--- src/rtl/fcs_crc_pkg.sv ---
// rtl/fcs_crc_pkg.sv - shared constants, helpers and state type for the Ethernet FCS engine
package fcs_crc_pkg;

  localparam logic [31:0] CRC_POLY    = 32'h04C11DB7;
  localparam logic [31:0] CRC_INIT    = 32'hFFFFFFFF;
  localparam logic [31:0] CRC_XOR_OUT = 32'hFFFFFFFF;
  localparam logic [31:0] CRC_RESIDUE = 32'hDEBB20E3;

  typedef enum logic {
    IDLE,
    IN_FRAME
  } fcs_state_t;

  function automatic logic [31:0] reflect32(input logic [31:0] v);
    logic [31:0] r;
    for (int i = 0; i < 32; i++) begin
      r[i] = v[31-i];
    end
    return r;
  endfunction

endpackage

--- src/rtl/crc32_byte_step.sv ---
// rtl/crc32_byte_step.sv - combinational one-byte reflected CRC-32 update, LSB of the byte first
module crc32_byte_step #(
  parameter logic [31:0] POLY_REFL = 32'hEDB88320
) (
  input  logic [31:0] crc_in,
  input  logic [7:0]  data,
  output logic [31:0] crc_out
);

  logic [31:0] c;

  always_comb begin
    c = crc_in ^ {24'h0, data};
    for (int i = 0; i < 8; i++) begin
      c = c[0] ? ((c >> 1) ^ POLY_REFL) : (c >> 1);
    end
    crc_out = c;
  end

endmodule

--- src/rtl/fcs_crc32_multi.sv ---
// rtl/fcs_crc32_multi.sv - multi-byte-per-beat Ethernet FCS generate/check engine
module fcs_crc32_multi
  import fcs_crc_pkg::*;
#(
  parameter int          DATA_BYTES = 8,
  parameter logic [31:0] POLY       = CRC_POLY,
  parameter logic [31:0] INIT       = CRC_INIT,
  parameter logic [31:0] XOR_OUT    = CRC_XOR_OUT,
  parameter logic [31:0] RESIDUE    = CRC_RESIDUE
) (
  input  logic                    clk,
  input  logic                    reset_n,
  input  logic                    mode,
  input  logic                    in_valid,
  input  logic                    in_sop,
  input  logic                    in_eop,
  input  logic [8*DATA_BYTES-1:0] in_data,
  input  logic [DATA_BYTES-1:0]   in_keep,
  output logic                    out_valid,
  output logic [31:0]             out_crc,
  output logic                    out_ok,
  output logic                    busy,
  output logic                    err_proto
);

  localparam logic [31:0] POLY_REFL = reflect32(POLY);

  fcs_state_t state_q, state_d;
  logic [31:0] crc_q, crc_d;
  logic        mode_q, mode_d;
  logic        emit, err;

  logic [31:0] partial [DATA_BYTES+1];
  logic [31:0] beat_crc;
  logic [DATA_BYTES-1:0] keep_p1;
  logic        keep_all, keep_tail_ok, beat_ok, mode_eff;

  // A SOP beat always restarts from INIT, even when it aborts a frame in progress.
  assign partial[0] = in_sop ? INIT : crc_q;

  for (genvar g = 0; g < DATA_BYTES; g++) begin : g_step
    crc32_byte_step #(
      .POLY_REFL (POLY_REFL)
    ) u_step (
      .crc_in  (partial[g]),
      .data    (in_data[8*g +: 8]),
      .crc_out (partial[g+1])
    );
  end

  // Keep is only accepted as a contiguous run from bit 0, so the highest set bit
  // equals popcount and selects the matching partial result.
  always_comb begin
    beat_crc = partial[0];
    for (int k = 0; k < DATA_BYTES; k++) begin
      if (in_keep[k]) beat_crc = partial[k+1];
    end
  end

  assign keep_p1      = in_keep + DATA_BYTES'(1);
  assign keep_all     = &in_keep;
  assign keep_tail_ok = (|in_keep) && ((in_keep & keep_p1) == '0);
  assign beat_ok      = in_eop ? keep_tail_ok : keep_all;
  assign mode_eff     = in_sop ? mode : mode_q;

  always_comb begin
    state_d = state_q;
    crc_d   = crc_q;
    mode_d  = mode_q;
    emit    = 1'b0;
    err     = 1'b0;
    if (in_valid) begin
      if (!in_sop && state_q == IDLE) begin
        err = 1'b1;
      end else begin
        if (in_sop) begin
          mode_d = mode;
          if (state_q == IN_FRAME) err = 1'b1;
        end
        if (!beat_ok) begin
          err     = 1'b1;
          state_d = IDLE;
          crc_d   = INIT;
        end else if (in_eop) begin
          emit    = 1'b1;
          state_d = IDLE;
          crc_d   = INIT;
        end else begin
          state_d = IN_FRAME;
          crc_d   = beat_crc;
        end
      end
    end
  end

  always_ff @(posedge clk or negedge reset_n) begin
    if (!reset_n) begin
      state_q   <= IDLE;
      crc_q     <= INIT;
      mode_q    <= 1'b0;
      out_valid <= 1'b0;
      out_crc   <= 32'h0;
      out_ok    <= 1'b0;
      err_proto <= 1'b0;
    end else begin
      state_q   <= state_d;
      crc_q     <= crc_d;
      mode_q    <= mode_d;
      out_valid <= emit;
      err_proto <= err;
      if (emit) begin
        out_crc <= beat_crc ^ XOR_OUT;
        out_ok  <= mode_eff && (beat_crc == RESIDUE);
      end
    end
  end

  assign busy = (state_q == IN_FRAME);

endmodule

--- config.mk ---
export PLATFORM = sky130hd
export DESIGN_NAME = fcs_crc32_multi
export DESIGN_NICKNAME = d
export VERILOG_FILES = /design/src/rtl/fcs_crc_pkg.sv /design/src/rtl/crc32_byte_step.sv /design/src/rtl/fcs_crc32_multi.sv
export SDC_FILE = /design/constraint.sdc
export NUM_CORES = 1
export LEC_CHECK = 0
export BUFFER_PORTS_ARGS = -buffer_cell sky130_fd_sc_hd__buf_2
export CORE_MARGIN = 2
export CORE_UTILIZATION = 30
export CTS_BUF_LIST = sky130_fd_sc_hd__clkbuf_4 sky130_fd_sc_hd__clkbuf_8 sky130_fd_sc_hd__clkbuf_16
export CTS_CLUSTER_SIZE = 24
export DETAILED_ROUTE_END_ITERATION = 6
export PLACE_DENSITY = 0.47
export SLEW_MARGIN = 30
export SYNTH_ARGS = -nofsm -noshare
export SYNTH_HDL_FRONTEND = slang
export SYNTH_HIERARCHICAL = 1
export SYNTH_SLANG_ARGS = --single-unit
--- constraint.sdc ---
create_clock -name clk -period 19 [get_ports clk]
set_clock_uncertainty 0.15 [all_clocks]
set_input_delay 0.95 -clock clk [delete_from_list [all_inputs] [get_ports clk]]
set_output_delay 0.95 -clock clk [all_outputs]
set_load 0.02 [all_outputs]
## Yosys cells after proc, flatten, opt, wreduce, memory -nomap -nowiden

Cells that the tools add are included.

- Reductions and logical operators: 8
- Add/subtract/negate cells: 1
- Bitwise logic cells: 76
- Muxes and demuxes: 88
- Equal/unequal tests: 1

Operators by type and width:

| kind | count |
|---|---|
| $mux W32 | 75 |
| $not A13 Y14 | 64 |
| $xor A32 B8 Y32 | 8 |
| $eq A32 B32 Y1 const B | 1 |
| $not A32 Y32 | 1 |
| $mux W1 | 13 |
| $add A8 B1 Y8 const B | 1 |
| $and A8 B8 Y8 | 1 |
| $logic_not A8 Y1 | 1 |
| $reduce_and A8 Y1 | 1 |
| $reduce_or A8 Y1 | 1 |
| $logic_and A1 B1 Y1 | 3 |
| $not A1 Y1 | 2 |
| $reduce_and A2 Y1 | 1 |
| $logic_not A1 Y1 | 1 |

- Word-level logic and storage cells: 181
- Register bits: 69
- Output and inout port bits: 36

## Logic depth before layout (Yosys ltp)

Gate-level depths: netlist of the first run.

- Depth in word-level cells: 140
- Depth in mapped cells: 40
- Gate-level depth less buffers: 38

## By module

Netlist of the first run, hierarchy kept.

By module, submodules not included:

| module | area each (um^2) | instances | cells each |
|---|---|---|---|
| crc32_byte_step | 848.3 | 8 | 71 |
| fcs_crc32_multi | 5281.3 | 1 | 665 |

## Worst setup path before layout of the first run

Ideal clock, no wire load.

- Path kind: input-to-reg
- From: in in_sop
- To: reg out_ok
- Buffers on the path: 2
- Cell stages on the path: 37
- Data required time: 18772 ps
- Data arrival time: 10392 ps
- Setup time: 78 ps
- Setup slack: 8380 ps
- Cell sequence: buf_2 -> clkbuf_1 -> or2_2 -> xnor2_2 -> xnor2_1 -> xor2_1 -> xnor2_1 -> xnor2_2 -> xnor2_2 -> xnor2_1 -> xor2_4 -> xnor3_2 -> xnor2_1 -> xnor2_2 -> xnor2_4 -> xnor2_1 -> xnor2_1 -> xnor2_1 -> xnor2_2 -> xnor2_1 -> xor2_4 -> xnor3_2 -> xnor2_1 -> xnor2_2 -> xnor2_4 -> xnor2_1 -> xnor2_1 -> xnor2_1 -> xnor3_2 -> xnor2_1 -> nand2_1 -> o21ai_0 -> o21ai_0 -> or4_1 -> nor4_2 -> nand4_1 -> o2bb2ai_1

RTL lines:

| element | RTL line | RTL |
|---|---|---|
| from (decl) | fcs_crc32_multi.sv:15 | `input logic in_sop,` |
| to (signal assigned) | fcs_crc32_multi.sv:113 | `out_ok <= mode_eff && (beat_crc == RESIDUE);` |
| to (decl) | fcs_crc32_multi.sv:21 | `output logic out_ok,` |

==> results of run 1 <==
==> critical path, delay by kind of cell <==
kind / cells / cell delay (ns)
XOR/XNOR: 26 / 10.13
AO/OA/AOI/OAI: 3 / 0.87
buffers and inverters: 1 / 0.28
AND/OR/NAND/NOR: 5 / 1.31
==> cell usage after synthesis (4+ instances only) <==
cell type,n,area [µm²]
sky130_fd_sc_hd__a22oi_1,23,173
sky130_fd_sc_hd__o311ai_0,4,35.0
sky130_fd_sc_hd__nand2_1,36,135
sky130_fd_sc_hd__o31ai_1,14,105
sky130_fd_sc_hd__inv_1,24,90.1
sky130_fd_sc_hd__dfstp_2,32,841
sky130_fd_sc_hd__o22ai_1,32,200
sky130_fd_sc_hd__a21oi_1,59,295
sky130_fd_sc_hd__clkbuf_1,26,97.6
sky130_fd_sc_hd__nor3_1,10,50.1
sky130_fd_sc_hd__xnor3_1,16,360
sky130_fd_sc_hd__xor3_2,8,200
sky130_fd_sc_hd__nor2b_1,24,150
sky130_fd_sc_hd__or2_2,34,213
sky130_fd_sc_hd__xnor3_2,8,190
sky130_fd_sc_hd__xnor2_4,40,1100
sky130_fd_sc_hd__nor2_1,106,398
sky130_fd_sc_hd__xor2_1,73,639
sky130_fd_sc_hd__xor2_4,8,220
sky130_fd_sc_hd__o211ai_1,5,37.5
sky130_fd_sc_hd__o21ai_0,38,190
sky130_fd_sc_hd__mux2_2,24,270
sky130_fd_sc_hd__o221ai_1,7,61.3
sky130_fd_sc_hd__buf_1,5,18.8
sky130_fd_sc_hd__dfrtp_1,37,926
sky130_fd_sc_hd__nand2b_1,11,68.8
sky130_fd_sc_hd__a31oi_1,14,87.6
sky130_fd_sc_hd__buf_2,24,120
sky130_fd_sc_hd__xnor2_2,56,911
sky130_fd_sc_hd__xnor2_1,344,3010
sky130_fd_sc_hd__a221o_1,14,140
sky130_fd_sc_hd__a221oi_1,15,131
sky130_fd_sc_hd__xor2_2,8,130
==> state kept, by name, indices dropped and copies added (netlist names) <==
signal,count
err_proto,1
busy,1
out_crc,32
out_ok,1
crc_q,32
out_valid,1
mode_q,1
==> path summary, 6_finish.rpt <==
| check | startpoint | endpoint | depth (start not counted) |
|---|---|---|---|
| worst min-delay path | out_crc[8]$_DFFE_PN0P_ | out_crc[8]$_DFFE_PN0P_ | 1 |
| worst min register to register | out_crc[8]$_DFFE_PN0P_ | out_crc[8]$_DFFE_PN0P_ | 1 |
| worst max register to register | crc_q[5]$_DFFE_PN1P_ | out_ok$_DFFE_PN0P_ | 34 |
| worst max-delay path | in_sop | out_ok$_DFFE_PN0P_ | 35 |
| max in group asynchronous | reset_n | out_crc[18]$_DFFE_PN0P_ | 2 |
| min in group asynchronous | reset_n | out_crc[3]$_DFFE_PN0P_ | 2 |
==> area by class of cell <==
class                           instances  share of cell area
Multi-Input combinational cell       1078               0.742
Sequential cell                        69               0.132
Tap cell                              525              0.0491
Timing Repair Buffer                  121              0.0470
Clock buffer                           10              0.0174
Inverter                               27             0.00757
Clock inverter                          6             0.00486
==> routing by layer <==
metal,vias to the layer above,part of all wire,global-route usage
li1,4355,-,-
met1,4766,0.45,0.318
met2,421,0.47,0.377
met3,77,0.053,0.0194
met4,0,0.028,0.0580
met5,-,0,0
==> cell families after synthesis <==
group                     Yosys count  share of synthesized area
and+or+nand+nor                   241                     0.0982
xor gates and xnor gates          561                      0.561
muxes                              26                     0.0241
buffers and inverters              86                     0.0311
DFF                                69                      0.146
AOI/OAI and AO/OA                 250                      0.140
==> through the flow <==
step | hold WS (ns) | util | instance area [µm²] | setup WS, ns | cells
2_1_floorplan | 0.325 | - | 12100 | 8.38 | 1233
3_3_place_gp | 0.335 | 0.329 | 13100 | 4.91 | 1820
3_5_place_dp | 0.339 | 0.329 | 13100 | 5.11 | 1820
4_1_cts | 0.350 | 0.337 | 13400 | 5.44 | 1836
5_1_grt | 0.362 | 0.337 | 13400 | 4.84 | 1836
6_report | 0.350 | 0.337 | 13400 | 5.52 | 1836
==> impl_results.md, run 1 <==
- Post-synthesis sequential element count: 69
- Detailed-placement wirelength estimate: 39,900 µm
- Global-route wire length before repair: 69,500 µm
- Final clock period utilization by the worst path: 0.709
- Yosys synthesis warning count: 6
- Clock Pin Slew Worst Setup and Hold Paths: 0.06 ns
- Via density: 5.24
- RSZ-0062 raised after global routing: false
- WS Path Type: in -> reg
- Number of buffers added by the clock tree synthesis step: 9
- Most frequent cells in the layout: sky130_fd_sc_hd__xnor2_1 (344), sky130_fd_sc_hd__buf_2 (113), sky130_fd_sc_hd__nor2_1 (105)
- Critical-path cell with the highest stage delay: sky130_fd_sc_hd__xnor2_1
- Clock tree sinks: 69
- WP data arrival: 13.58 ns
- Total negative slack: 0 ns
- Result of the run: finished, final reports clean
- Max Fclk: 74.2 MHz
- Horizontal die dimension: 205 µm
- Number of library cell types mapped by synthesis: 67
- Pre-antenna DRT Iters: 7
- Cell area after technology mapping: 12,100 µm²
- Die Area: 41,800 µm²
- Fraction of synthesis flops using an asynchronous set or reset pin: 1.00
- Clock buffer depth: 2
- Max Cap Viol: 0
- Count of flip-flops with a built-in enable after synthesis: 0
- Fill cell count: 4,167
- Cells after Synth: 1,233
- Total wirelength of the detailed-routed design: 47,700 µm
- Boundary pin count: 114
- Initial cell density of the core: 0.304
- Clock tree from TritonCTS: yes
- Buffers on Ports: 113
- Number of antenna cells inserted: 0
- Peak fanout along the critical path: 39
- Vias after detailed routing: 9,619
- Final count of pins violating max slew: 0
- Slew Limit Headroom: 0.364
- Leading cell type in the layout, fill and taps excluded: sky130_fd_sc_hd__xnor2_1
- Reg2reg setup slack: 6.18 ns
- Number of design rule violations left after detail routing: 0
- Req. time, crit path: 19.10 ns
- Die height: 205 µm
- Final min period: 13.48 ns
- Vias in the first global route: 9,790
- Share of synthesized area occupied by flip-flops and latches: 0.146
- Final hold violation count: 0
- Synth-to-Final Area Change: 10.9%
- Setup Buffers After CTS: 0
- Remaining number of nets flagged by the antenna check after routing: 0
- Top_reg_cell synth: sky130_fd_sc_hd__dfrtp_1
- Largest net degree at the start of global routing: 70
- Synthesized area divided by synthesized cell count: 9.79 µm²
- Area used by sequential logic in the layout: 1770 µm²
- Kind of end point of the critical path: register
- Number of antenna violations at the first check in global routing: 1
- Nature of the critical path startpoint: primary input
- Average wire per cell in the routed design: 26.0 µm
- Finish-stage setup viols: 0
- Total overflow reported by the global router: 0
- Type of the worst min-delay path: reg -> reg
- Synthesized Nets: 1,311
- Hold_buf cts: 0
- Least-Margin Pin Slew: 0.947 ns
- Largest stage delay on the critical path: 0.80 ns
- Row count: 73
- Proportion of layout cells with a drive suffix above 1: 0.278
- Most repeated library cell on the critical path: sky130_fd_sc_hd__xnor2_1
- Post-cts sizing count: 0
- Post-layout nets: 1,384
- Root buf cell: sky130_fd_sc_hd__clkbuf_16
- Final Wtd Congestion: 0.933
- Maximum level of the CTS H-tree: 3
- DRT iter0 DRCs: 1,056
- Later-pin clock latency in the skew report: 0.33 ns
- Core outline area: 39,700 µm²
- Area occupied by multi-input gates: 9930 µm²
- Total track usage: 0.228
Power of run 1 is not shown: default switching activity piles up to over one toggle a cycle in this logic, so the estimate is an artifact.
==> run 2, diff against run 1 <==
==> constraint.sdc (replaced) <==
create_clock -name clk -period 12.7 [get_ports clk]
set_clock_uncertainty 0.15 [all_clocks]
set_input_delay 0.635 -clock clk [delete_from_list [all_inputs] [get_ports clk]]
set_output_delay 0.635 -clock clk [all_outputs]
set_load 0.02 [all_outputs]
==> impl_results.md, run 2 (same netlist as run 1, synthesis figures left out) <==
- Fill cell count: 4,139 (was 4,167)
- Vias in the first global route: 9,875 (was 9,790)
- Most repeated library cell on the critical path: sky130_fd_sc_hd__xnor2_1 (unchanged)
- Largest stage delay on the critical path: 0.56 ns (was 0.80 ns)
- Boundary pin count: 114 (unchanged)
- Total overflow reported by the global router: 0 (unchanged)
- Final clock period utilization by the worst path: 0.952
- Violated checks: design-rule violations
- Result of the run: complete, but fails checks (was finished, final reports clean)
- Final min period: 12.08 ns
- Req. time, crit path: 12.81 ns (was 19.10 ns)
- Number of cells on the worst reg-to-reg path: 36 (was 34)
- Horizontal die dimension: 205 µm (unchanged)
- Number of design rule violations left after detail routing: 2 (was 0)
- Post-layout nets: 1,428 (was 1,384)
- Buffers on Ports: 113 (unchanged)
- Initial cell density of the core: 0.304 (unchanged)
- Largest registers ranked by flip-flop count: crc_q: 32 flops, out_crc: 32 flops (unchanged)
- Average wire per cell in the routed design: 25.8 µm (was 26.0 µm)
- Least-Margin Pin Slew: 0.846 ns (was 0.947 ns)
- Clock buffer depth: 2 (unchanged)
- Pre-CTS setup slack: -0.0709 ns (was 5.11 ns)
- Finish-stage setup viols: 0 (unchanged)
- WS Path Type: in -> reg (unchanged)
- Row count: 73 (unchanged)
- Clock tree sinks: 69 (unchanged)
- Total track usage: 0.230 (was 0.228)
- Final count of pins violating max slew: 0 (unchanged)
- Number of antenna violations at the first check in global routing: 0 (was 1)
- Area after detailed placement: 13,400 µm² (was 13,100 µm²)
- Critical-path cell with the highest stage delay: sky130_fd_sc_hd__xnor2_1 (unchanged)
- WP data arrival: 12.19 ns (was 13.58 ns)
- Number of buffers added by the clock tree synthesis step: 9 (unchanged)
- Total wirelength of the detailed-routed design: 48,500 µm (was 47,700 µm)
- RSZ-0062 raised after global routing: false (unchanged)
- Synth-to-Final Area Change: 14.1% (was 10.9%)
- Global-route wire length before repair: 70,000 µm (was 69,500 µm)
- Leading cell type in the layout, fill and taps excluded: sky130_fd_sc_hd__xnor2_1 (unchanged)
- Cell total after placement: 1,864 (was 1,820)
- Most frequent cells in the layout: sky130_fd_sc_hd__xnor2_1 (341), sky130_fd_sc_hd__buf_2 (113), sky130_fd_sc_hd__nor2_1 (105) (was sky130_fd_sc_hd__xnor2_1 (344), sky130_fd_sc_hd__buf_2 (113), sky130_fd_sc_hd__nor2_1 (105))
- Max Cap Viol: 0 (unchanged)
- Max Fclk: 82.7 MHz
- Core outline area: 39,700 µm² (unchanged)
- Die Area: 41,800 µm² (unchanged)
- Launch point of the worst reg-to-reg path: crc_q[2]$_DFFE_PN1P_ (was crc_q[5]$_DFFE_PN1P_)
- Clock Pin Slew Worst Setup and Hold Paths: 0.06 ns (about the same)
- Vias after detailed routing: 9,701 (was 9,619)
- Largest net degree at the start of global routing: 70 (unchanged)
- Slew Limit Headroom: 0.429 (was 0.364)
- Nature of the critical path startpoint: primary input (unchanged)
- Number of antenna cells inserted: 0 (unchanged)
- Peak fanout along the critical path: 26 (was 39)
- Detailed-placement wirelength estimate: 40,600 µm (was 39,900 µm)
- Proportion of layout cells with a drive suffix above 1: 0.305 (was 0.278)
- Die height: 205 µm (unchanged)
- Maximum level of the CTS H-tree: 3 (unchanged)
- DRT iter0 DRCs: 987 (was 1,056)
- Root buf cell: sky130_fd_sc_hd__clkbuf_16 (unchanged)
- Final hold violation count: 0 (unchanged)
- Remaining number of nets flagged by the antenna check after routing: 0 (unchanged)
- Hold_buf cts: 0 (unchanged)
- Final Wtd Congestion: 0.962 (was 0.933)
- Type of the worst min-delay path: in -> async (was reg -> reg)
- Pre-antenna DRT Iters: 7 (unchanged)
- Setup slack of the critical path after layout: 0.615 ns (was 5.52 ns)
- Reg2reg setup slack: 0.90 ns (was 6.18 ns)
- Kind of end point of the critical path: register (unchanged)
- Worst R2R End: out_ok$_DFFE_PN0P_ (unchanged)
- Later-pin clock latency in the skew report: 0.33 ns (about the same)
- Clock tree from TritonCTS: yes (unchanged)
- Area of all placed cells without fillers: 13,800 µm² (was 13,400 µm²)
- Final cell count without fillers: 1,880 (was 1,836)
- Via density: 5.16 (was 5.24)
run 2: cell types whose count changed in the layout (fill, tap and decap cells not counted), moves of 2 or more:
cell                       before  now
sky130_fd_sc_hd__inv_6          0    2
sky130_fd_sc_hd__xnor2_1      344  341
sky130_fd_sc_hd__buf_4          7   51
sky130_fd_sc_hd__xnor2_2       56   59
sky130_fd_sc_hd__clkinv_2       2    0
run 2: area by class of cell:
class | count | area, µm² | share of cell area
multi-input cells | 1078 | 9960 | 0.723
well taps | 525 | 657 | 0.0477
flip-flops and latches | 69 | 1770 | 0.128
clock buffers | 10 | 233 | 0.0169
clock inverters | 6 | 93.8 | 0.00682
inverters | 27 | 101 | 0.00736
repair buffers | 165 | 960 | 0.0697
run 2: critical path, delay by kind of cell:
kind / cells / cell delay, ns
buffers and inverters: 2 / 0.43
xor gates and xnor gates: 27 / 8.96
AOI/OAI and AO/OA: 3 / 0.84
and+or+nand+nor: 5 / 1.29
run 2: worst max path at each step:
stage / depth (start not counted) / endpoint / slack (ns) / startpoint
after floorplan: 37 / out_ok$_DFFE_PN0P_ / 2.39 / in_sop
after global placement: 39 / out_ok$_DFFE_PN0P_ / -0.28 / in_sop
after detailed placement: 39 / out_ok$_DFFE_PN0P_ / -0.07 / in_sop
after CTS: 39 / out_ok$_DFFE_PN0P_ / 0.25 / in_sop
after global routing: 39 / out_ok$_DFFE_PN0P_ / 0.05 / in_sop
final: 37 / out_ok$_DFFE_PN0P_ / 0.62 / in_sop
run 2: routing by layer:
layer / up-vias / GRT usage / wire length [µm]
met2: 398 / 0.376 / 22800
met1: 4781 / 0.314 / 21300
met5: - / 0 / 0
li1: 4437 / - / -
met4: 0 / 0.0813 / 1800
met3: 85 / 0.0235 / 2620
run 2: what timing repair did:
action	CTS	global route
endpoints found under the hold margin	0	0
resized for setup	0	4
setup endpoints to repair	0	1
buffers inserted	0	0
run 2: per-stage QoR:
stage,utilization,setup TNS (ns),hold slack (ns)
6_report,0.347,0,0.251
5_1_grt,0.347,0,0.322
4_1_cts,0.346,0,0.350
3_5_place_dp,0.337,-0.0709,0.329
3_3_place_gp,0.337,-0.278,0.306
2_1_floorplan,-,0,0.189
Power of run 2 is left out for the same reason.
==> run 3, diff against run 2 <==
==> constraint.sdc (replaced) <==
create_clock -name clk -period 14.9 [get_ports clk]
set_clock_uncertainty 0.15 [all_clocks]
set_input_delay 0.745 -clock clk [delete_from_list [all_inputs] [get_ports clk]]
set_output_delay 0.745 -clock clk [all_outputs]
set_load 0.02 [all_outputs]
==> impl_results.md, run 3 (same netlist as run 1, synthesis figures left out) <==
- Total overflow reported by the global router: 0 (unchanged)
- Pre-antenna DRT Iters: 7 (unchanged)
- Max Cap Viol: 0 (unchanged)
- Largest net degree at the start of global routing: 70 (unchanged)
- Number of antenna violations at the first check in global routing: 0 (unchanged)
- Kind of end point of the critical path: register (unchanged)
- Vias after detailed routing: 9,544 (was 9,701)
- Clock tree sinks: 69 (unchanged)
- Area of all placed cells without fillers: 13,400 µm² (was 13,800 µm²)
- Finish-stage setup viols: 0 (unchanged)
- Post-cts sizing count: 0 (unchanged)
- Most frequent cells in the layout: sky130_fd_sc_hd__xnor2_1 (344), sky130_fd_sc_hd__buf_2 (113), sky130_fd_sc_hd__nor2_1 (105) (was sky130_fd_sc_hd__xnor2_1 (341), sky130_fd_sc_hd__buf_2 (113), sky130_fd_sc_hd__nor2_1 (105))
- Max Fclk: 75.2 MHz
- Peak fanout along the critical path: 39 (was 26)
- Horizontal die dimension: 205 µm (unchanged)
- Die height: 205 µm (unchanged)
- Boundary pin count: 114 (unchanged)
- Most repeated library cell on the critical path: sky130_fd_sc_hd__xnor2_1 (unchanged)
- Largest stage delay on the critical path: 0.83 ns (was 0.56 ns)
- Row count: 73 (unchanged)
- Final min period: 13.30 ns
- Root buf cell: sky130_fd_sc_hd__clkbuf_16 (unchanged)
- Number of buffers added by the clock tree synthesis step: 9 (unchanged)
- Core outline area: 39,700 µm² (unchanged)
- Number of antenna cells inserted: 0 (unchanged)
- Detailed-placement wirelength estimate: 40,600 µm (about the same)
- Buffers on Ports: 113 (unchanged)
- Vias in the first global route: 9,764 (was 9,875)
- Initial cell density of the core: 0.304 (unchanged)
- Number of design rule violations left after detail routing: 9 (was 2)
- Later-pin clock latency in the skew report: 0.33 ns (about the same)
- Proportion of layout cells with a drive suffix above 1: 0.278 (was 0.305)
- DRT iter0 DRCs: 1,102 (was 987)
- Final count of pins violating max slew: 0 (unchanged)
- Violated checks: design-rule violations (unchanged)
- Nature of the critical path startpoint: primary input (unchanged)
- Area after detailed placement: 13,100 µm² (was 13,400 µm²)
- Post-layout nets: 1,384 (was 1,428)
- Total wirelength of the detailed-routed design: 48,500 µm (about the same)
- Type of the worst min-delay path: reg -> reg (was in -> async)
- Least-Margin Pin Slew: 0.989 ns (was 0.846 ns)
- Synth-to-Final Area Change: 11.2% (was 14.1%)
- WP data arrival: 13.40 ns (was 12.19 ns)
- Clock buffer depth: 2 (unchanged)
- Critical-path cell with the highest stage delay: sky130_fd_sc_hd__xnor2_1 (unchanged)
- Leading cell type in the layout, fill and taps excluded: sky130_fd_sc_hd__xnor2_1 (unchanged)
- Largest registers ranked by flip-flop count: crc_q: 32 flops, out_crc: 32 flops (unchanged)
- Req. time, crit path: 15.01 ns (was 12.81 ns)
- Average wire per cell in the routed design: 26.4 µm (was 25.8 µm)
- Clock tree from TritonCTS: yes (unchanged)
- WS Path Type: in -> reg (unchanged)
- Global-route wire length before repair: 69,800 µm (was 70,000 µm)
- RSZ-0062 raised after global routing: false (unchanged)
- Hold_buf cts: 0 (unchanged)
- Setup Buffers After CTS: 0 (unchanged)
- Total track usage: 0.231 (was 0.230)
- Remaining number of nets flagged by the antenna check after routing: 0 (unchanged)
- Maximum level of the CTS H-tree: 3 (unchanged)
- Final hold violation count: 0 (unchanged)
- Total negative slack: 0 ns (unchanged)
- Result of the run: complete, but fails checks (unchanged)
- Die Area: 41,800 µm² (unchanged)
- Final clock period utilization by the worst path: 0.893
- Via density: 5.20 (was 5.16)
- Clock Pin Slew Worst Setup and Hold Paths: 0.06 ns (about the same)
- Final Wtd Congestion: 0.961 (was 0.962)
- Slew Limit Headroom: 0.336 (was 0.429)
## run 3: final cells by class
type                            count  area (µm²)
Inverter                           27         101
Sequential cell                    69        1770
Tap cell                          525         657
Multi-Input combinational cell   1078        9930
Clock inverter                      6        93.8
Clock buffer                       10         239
Fill cell                        4198       26300
Timing Repair Buffer              121         629
## run 3: worst max-delay path: cells and delay by family
kind            cells  cell delay, ns
compound gates      3            0.91
xor+xnor           26           10.14
buf+inv             1            0.29
simple gates        5            1.26
## run 3: path summary, 6_finish.rpt
kind | from | to | slack (ns) | cells after the start
worst max-delay path | in_sop | out_ok$_DFFE_PN0P_ | 1.60 | 35
worst min-delay path | out_crc[2]$_DFFE_PN0P_ | out_crc[2]$_DFFE_PN0P_ | 0.34 | 1
worst max register to register | crc_q[5]$_DFFE_PN1P_ | out_ok$_DFFE_PN0P_ | 2.05 | 34
worst min register to register | out_crc[2]$_DFFE_PN0P_ | out_crc[2]$_DFFE_PN0P_ | 0.34 | 1
max in group asynchronous | reset_n | out_crc[4]$_DFFE_PN0P_ | 13.79 | 2
min in group asynchronous | reset_n | out_crc[13]$_DFFE_PN0P_ | 0.37 | 2
## run 3: through the flow
| step | hold WS (ns) | worst slack [ns] | util | cells |
|---|---|---|---|---|
| after floorplan | 0.299 | 4.48 | - | 1233 |
| after global placement | 0.307 | 0.999 | 0.329 | 1820 |
| after detailed placement | 0.321 | 1.28 | 0.329 | 1820 |
| after CTS | 0.345 | 1.57 | 0.338 | 1836 |
| after global routing | 0.358 | 1.13 | 0.338 | 1836 |
| final | 0.342 | 1.60 | 0.338 | 1836 |
## run 3: layer usage
layer,GRT usage,up-vias,share of wire
li1,-,4351,-
met1,0.322,4718,0.45
met2,0.372,399,0.46
met3,0.0188,76,0.051
met4,0.0797,0,0.037
met5,0,-,0
Power of run 3 is left out for the same reason.
